## src/rtl/load_store_unit.sv

```systemverilog
// Load/store unit: a single outstanding memory op on a simple req/ack bus.
// Lanes are little-endian, store data is replicated across lanes and loads are extended.
module load_store_unit #(
    parameter int TIMEOUT_CYC = 16
) (
    input  logic        clk,
    input  logic        rstn,
    input  logic        start,
    input  logic        mem_wr,
    input  logic [1:0]  mem_size,
    input  logic        load_unsigned,
    input  logic [31:0] addr,
    input  logic [31:0] wdata,
    output logic        busy,
    output logic        done,
    output logic [31:0] rdata,
    output logic        misalign,
    output logic        timeout,
    output logic        bus_req,
    output logic        bus_we,
    output logic [31:0] bus_addr,
    output logic [3:0]  bus_be,
    output logic [31:0] bus_wdata,
    input  logic        bus_ack,
    input  logic [31:0] bus_rdata
);

    typedef enum logic [1:0] {IDLE, REQ, RESP} state_t;

    localparam logic [7:0] CNT_LAST = 8'(TIMEOUT_CYC - 1);

    state_t      state, state_nx;
    logic        l_wr, l_uns;
    logic [1:0]  l_size;
    logic [31:0] l_addr, l_wdata;
    logic [7:0]  cnt;
    logic        mis_r, to_r;
    logic [31:0] rd_r;
    logic        bad_align;
    logic [7:0]  bsel;
    logic [15:0] hsel;
    logic [31:0] ld_ext;
    logic        in_req;

    always_comb begin
        bad_align = (mem_size == 2'b11)
                  | ((mem_size == 2'b01) & addr[0])
                  | ((mem_size == 2'b10) & (addr[1:0] != 2'b00));
    end

    always_comb begin
        state_nx = state;
        case (state)
            IDLE:    if (start) state_nx = bad_align ? RESP : REQ;
            REQ:     if (bus_ack || cnt == CNT_LAST) state_nx = RESP;
            RESP:    state_nx = IDLE;
            default: state_nx = IDLE;
        endcase
    end

    // Lane select and extension of the returned word, from the latched op.
    always_comb begin
        case (l_addr[1:0])
            2'd0:    bsel = bus_rdata[7:0];
            2'd1:    bsel = bus_rdata[15:8];
            2'd2:    bsel = bus_rdata[23:16];
            default: bsel = bus_rdata[31:24];
        endcase
        hsel = l_addr[1] ? bus_rdata[31:16] : bus_rdata[15:0];
        case (l_size)
            2'b00:   ld_ext = {{24{~l_uns & bsel[7]}}, bsel};
            2'b01:   ld_ext = {{16{~l_uns & hsel[15]}}, hsel};
            default: ld_ext = bus_rdata;
        endcase
    end

    always_ff @(posedge clk or negedge rstn) begin
        if (!rstn) begin
            state   <= IDLE;
            l_wr    <= 1'b0;
            l_uns   <= 1'b0;
            l_size  <= 2'b00;
            l_addr  <= '0;
            l_wdata <= '0;
            cnt     <= '0;
            mis_r   <= 1'b0;
            to_r    <= 1'b0;
            rd_r    <= '0;
        end else begin
            state <= state_nx;
            case (state)
                IDLE: if (start) begin
                    l_wr    <= mem_wr;
                    l_uns   <= load_unsigned;
                    l_size  <= mem_size;
                    l_addr  <= addr;
                    l_wdata <= wdata;
                    cnt     <= '0;
                    mis_r   <= bad_align;
                    to_r    <= 1'b0;
                    rd_r    <= '0;
                end
                REQ: begin
                    // ack takes priority over an expiring counter
                    if (bus_ack)               rd_r <= l_wr ? 32'h0 : ld_ext;
                    else if (cnt == CNT_LAST)  to_r <= 1'b1;
                    else                       cnt  <= cnt + 8'd1;
                end
                default: ;
            endcase
        end
    end

    assign in_req = (state == REQ);

    always_comb begin
        bus_req   = in_req;
        bus_we    = in_req & l_wr;
        bus_addr  = in_req ? {l_addr[31:2], 2'b00} : 32'h0;
        bus_be    = 4'b0000;
        bus_wdata = 32'h0;
        if (in_req) begin
            case (l_size)
                2'b00: begin
                    bus_be    = 4'b0001 << l_addr[1:0];
                    bus_wdata = {4{l_wdata[7:0]}};
                end
                2'b01: begin
                    bus_be    = l_addr[1] ? 4'b1100 : 4'b0011;
                    bus_wdata = {2{l_wdata[15:0]}};
                end
                default: begin
                    bus_be    = 4'b1111;
                    bus_wdata = l_wdata;
                end
            endcase
        end
    end

    assign busy     = (state != IDLE);
    assign done     = (state == RESP);
    assign misalign = done & mis_r;
    assign timeout  = done & to_r;
    assign rdata    = done ? rd_r : 32'h0;

endmodule

```

## config.mk

```make
export PLATFORM = sky130hd
export DESIGN_NAME = load_store_unit
export DESIGN_NICKNAME = d
export VERILOG_FILES = /design/src/rtl/load_store_unit.sv
export SDC_FILE = /design/constraint.sdc
export NUM_CORES = 1
export LEC_CHECK = 0
export ABC_CLOCK_PERIOD_IN_PS = 2400
export BUFFER_PORTS_ARGS = -buffer_cell sky130_fd_sc_hd__buf_2
export CAP_MARGIN = 10
export CORE_ASPECT_RATIO = 0.5
export CORE_UTILIZATION = 40
export DETAILED_ROUTE_END_ITERATION = 10
export GPL_TIMING_DRIVEN = 0
export HOLD_SLACK_MARGIN = 0.1
export MAX_ROUTING_LAYER = met4
export PLACE_DENSITY = 0.67
export RECOVER_POWER = 25
export SLEW_MARGIN = 0
export SYNTH_ARGS = -nofsm -noshare
export SYNTH_HDL_FRONTEND = slang
export SYNTH_SLANG_ARGS = --single-unit
```

## constraint.sdc

```tcl
create_clock -name clk -period 2.4 [get_ports clk]
set_input_delay 0.12 -clock clk [delete_from_list [all_inputs] [get_ports clk]]
set_output_delay 0.12 -clock clk [all_outputs]
set_load 0.03 [all_outputs]
```

==> results.md <==
- Status: complete, no violations
- Max Freq: 0.435 GHz
- Vias post-DR: 5965
- Crit-path slowest cell: nor2b_1
- Pwr per Cell Area: 1060 nW/um2
- DP Cell Count: 1068
- Prevailing post-synth register cell: dfrtp_1
- Filler instances: 1189
- Die width: 173 um
- Later-pin clock latency in the skew report: 0.36 ns
- HP Class: input port to flip-flop
- Most common cell after layout, fill and taps aside: nand2_1
- Number of top-level pins: 210
- Total power: 8.86 mW
- CP Launch Type: flip-flop
- DPL Wire Length: 12600 um
- Synth top area share: 0.481
- Max-Cap Viols: 0
- Fin crit period: 2.30 ns
- Full die area: 15100 um2
- Mapped Area: 5820 um2
- Vias per Instance: 5.08
- Initial DRC Count: 412
- R2R Setup Slk: 0.24 ns
- Seq/Total Area, Yosys: 0.481
- Mapped Cells: 667
- Worst Setup End Kind: output port
- Clock power frac: 0.182
- Clock Tree Buf Depth: 2
- Number of global-route vias before repair: 5861
- Crit path cell chain: nor2b_1 > clkbuf_1 > and2_1 > buf_2
- Most frequent cells in the layout: 225 x nand2_1, 211 x buf_2, 112 x dfrtp_1
- Total global routing overflow: 0
- Rel. slew slack: 0.252
- R2r startpoint: state[1]
- Largest net degree at the start of global routing: 71
- Data required, critical path: 2.28 ns
- DRC violations left: 0
- Initial Utilization: 0.419
- Hold_sp: bus_rdata[12]
- Netlist cell types: 48
- Antenna diode count: 0
- CP max stage delay: 0.50 ns
- Largest delay share family, worst path: simple AND/OR/NAND/NOR gates
- Nets: 1082
- Ranking of synthesized cells by area: dfrtp_1 48%, nand2_1 15%, and2_1 8.3%
- CTS root buf: clkbuf_16
- Post-DRT Antenna Nets: 0
- First-pass GRT wire length: 29500 um
- EDFF count, synth: 0
- Gate power share: 0.459
- TritonCTS clock tree: built
- Final clock skew: 0.0105 ns
- Die Ht: 87.3 um
- Avg Cell Area, Syn: 8.73 um2
- Seq. cell area: 2800 um2
- Total GRT Usage: 0.257
- Final std cells w/o fill: 1174
- Max VDD drop: 0.000445 V
- Sw frac: 0.438
- Clock sinks: 112
- Bufs and invs on worst path: 2
- #FFs+latches synth: 112
- Asr flop ratio synth: 1.00
- Crit-path max FO: 10
- Final hold violation count: 0
- Crit Path Category: flip-flop to output port
- Layout cells sized above 1: 0.255
- Count of buffers from port buffering: 207
- Critical R2R Capture: rd_r[26]
- Synthesis Warnings: 0
- Post-DR wirelength/cell: 15.7 um
- Area leader, netlist: dfrtp_1
- Area grow syn2layout: 43.7%
- Routability-driven placement congestion ratio: 0.843
- Max Slew Vio Count: 0
- Clock Pin Slew Worst Setup and Hold Paths: 0.07 ns
- Initial antenna violation count: 0
- Static leakage: 4.44 nW
- Worst-margin pin slew: 1.12 ns
- # setup viols final: 0
- Total core area: 13900 um2
- Switching power: 3.88 mW
- Std cell rows: 30
- Cell internal pwr: 4.98 mW
- R2R depth: 6
- Share of power burned in registers: 0.359
- Final worst path period share: 0.957
- Hold endpoint: rd_r[12]
- Drt total wl: 18500 um
- CTS HTree Levels: 3
- Hold Path Depth: 3
- WP data arrival: 2.18 ns
- CTS buffer count: 9
- RSZ-0062 raised after global routing: no
- Multi-input combinational cell area: 2800 um2
- TritonRoute pass-1 iters: 5
[synthesized netlist by cell type, types with 2 or more instances]
master / instances
dfrtp_1: 112
mux2_4: 2
inv_1: 3
and3_1: 2
inv_2: 2
xnor2_1: 2
nand2_1: 225
a22o_1: 8
buf_4: 2
and2_1: 77
clkbuf_1: 34
a221o_1: 23
mux2_1: 5
a2111oi_0: 2
o21ai_0: 14
mux2i_1: 21
a21oi_1: 28
nand4_1: 2
mux2_2: 3
a32o_1: 9
nand2b_1: 11
o21a_1: 2
o22ai_1: 2
buf_1: 4
buf_2: 7
nor2_1: 36
nand3_1: 4
and2_0: 5
[worst max-delay path by stage]
stage | to | depth (start not counted) | from | slack [ns]
2_1_floorplan | bus_wdata[23] | 5 | l_size[1] | 0.66
3_3_place_gp | rd_r[27] | 1 | rstn | -0.17
3_5_place_dp | l_uns | 6 | state[0] | 0.20
4_1_cts | rdata[15] | 4 | state[0] | 0.08
5_1_grt | rdata[15] | 4 | state[0] | 0.003
6_report | rdata[7] | 4 | state[0] | 0.10
[repair_timing]
item | 4_1_cts | 5_1_grt
setup endpoints to repair | 1 | 14
hold endpoints to repair | 135 | 0
setup buffers | 0 | 0
hold buffers | 93 | 0
cloned | 0 | 0
resized for setup | 0 | 1
[layer usage]
metal  up-vias  wire, um  GRT usage
li1       2826         -          -
met1      2867      8200      0.323
met2       230      8890      0.427
met3        42       976     0.0441
met4         0       397     0.0885
met5         -         0          -
[per-stage QoR]
step           TNS [ns]  hold slack (ns)  utilization  cell area (um2)  setup slack (ns)
6_report              0            0.142        0.602             8370             0.103
5_1_grt               0            0.141        0.602             8370           0.00288
4_1_cts               0            0.130        0.603             8370            0.0818
3_5_place_dp          0           0.0773        0.514             7140             0.197
3_3_place_gp     -17.42            0.309        0.512             7100            -0.169
2_1_floorplan         0           -0.176            -             5830             0.658
[worst register-to-register path, stage by stage, from the launching register on]
cell and delay, ns:
dfrtp_1 0.42, nand2b_2 0.24, inv_2 0.16, nand3b_2 0.18, nor2_1 0.47, clkbuf_1 0.41, a221o_1 0.22
[power by group through the flow]
stage | combinational (mW) | sequential [mW] | clock [mW]
after floorplan | 2.91 | 3.00 | 0
after global placement | 3.88 | 3.18 | 0
after detailed placement | 3.95 | 3.19 | 0
after CTS | 4.06 | 3.16 | 1.64
after global routing | 4.50 | 3.27 | 1.72
final | 4.07 | 3.18 | 1.61
[layout make-up]
cell class	count	area share
sequential	112	0.335
multi-input combinational	503	0.335
timing repair buffer	301	0.238
clock buffer	11	0.0302
tap	192	0.0287
buffer	45	0.0232
clock inverter	5	0.00733
inverter	5	0.00224
[registers in the layout (all words and copies together), names as in the netlist, 2 cells and up]
| register | cells |
|---|---|
| cnt | 8 |
| l_addr | 32 |
| l_size | 2 |
| l_wdata | 32 |
| rd_r | 32 |
| state | 2 |
[cells by family after synthesis]
family          after synthesis  share of synthesized area
xor+xnor                      2                    0.00301
flops                       112                      0.481
compound gates               94                      0.125
buf+inv                      53                     0.0382
simple gates                373                      0.293
mux                          31                     0.0567
fa+ha+maj                     1                    0.00215
other cells                   1                   0.000644
Note: power is estimated with default switching activity, not from simulation.
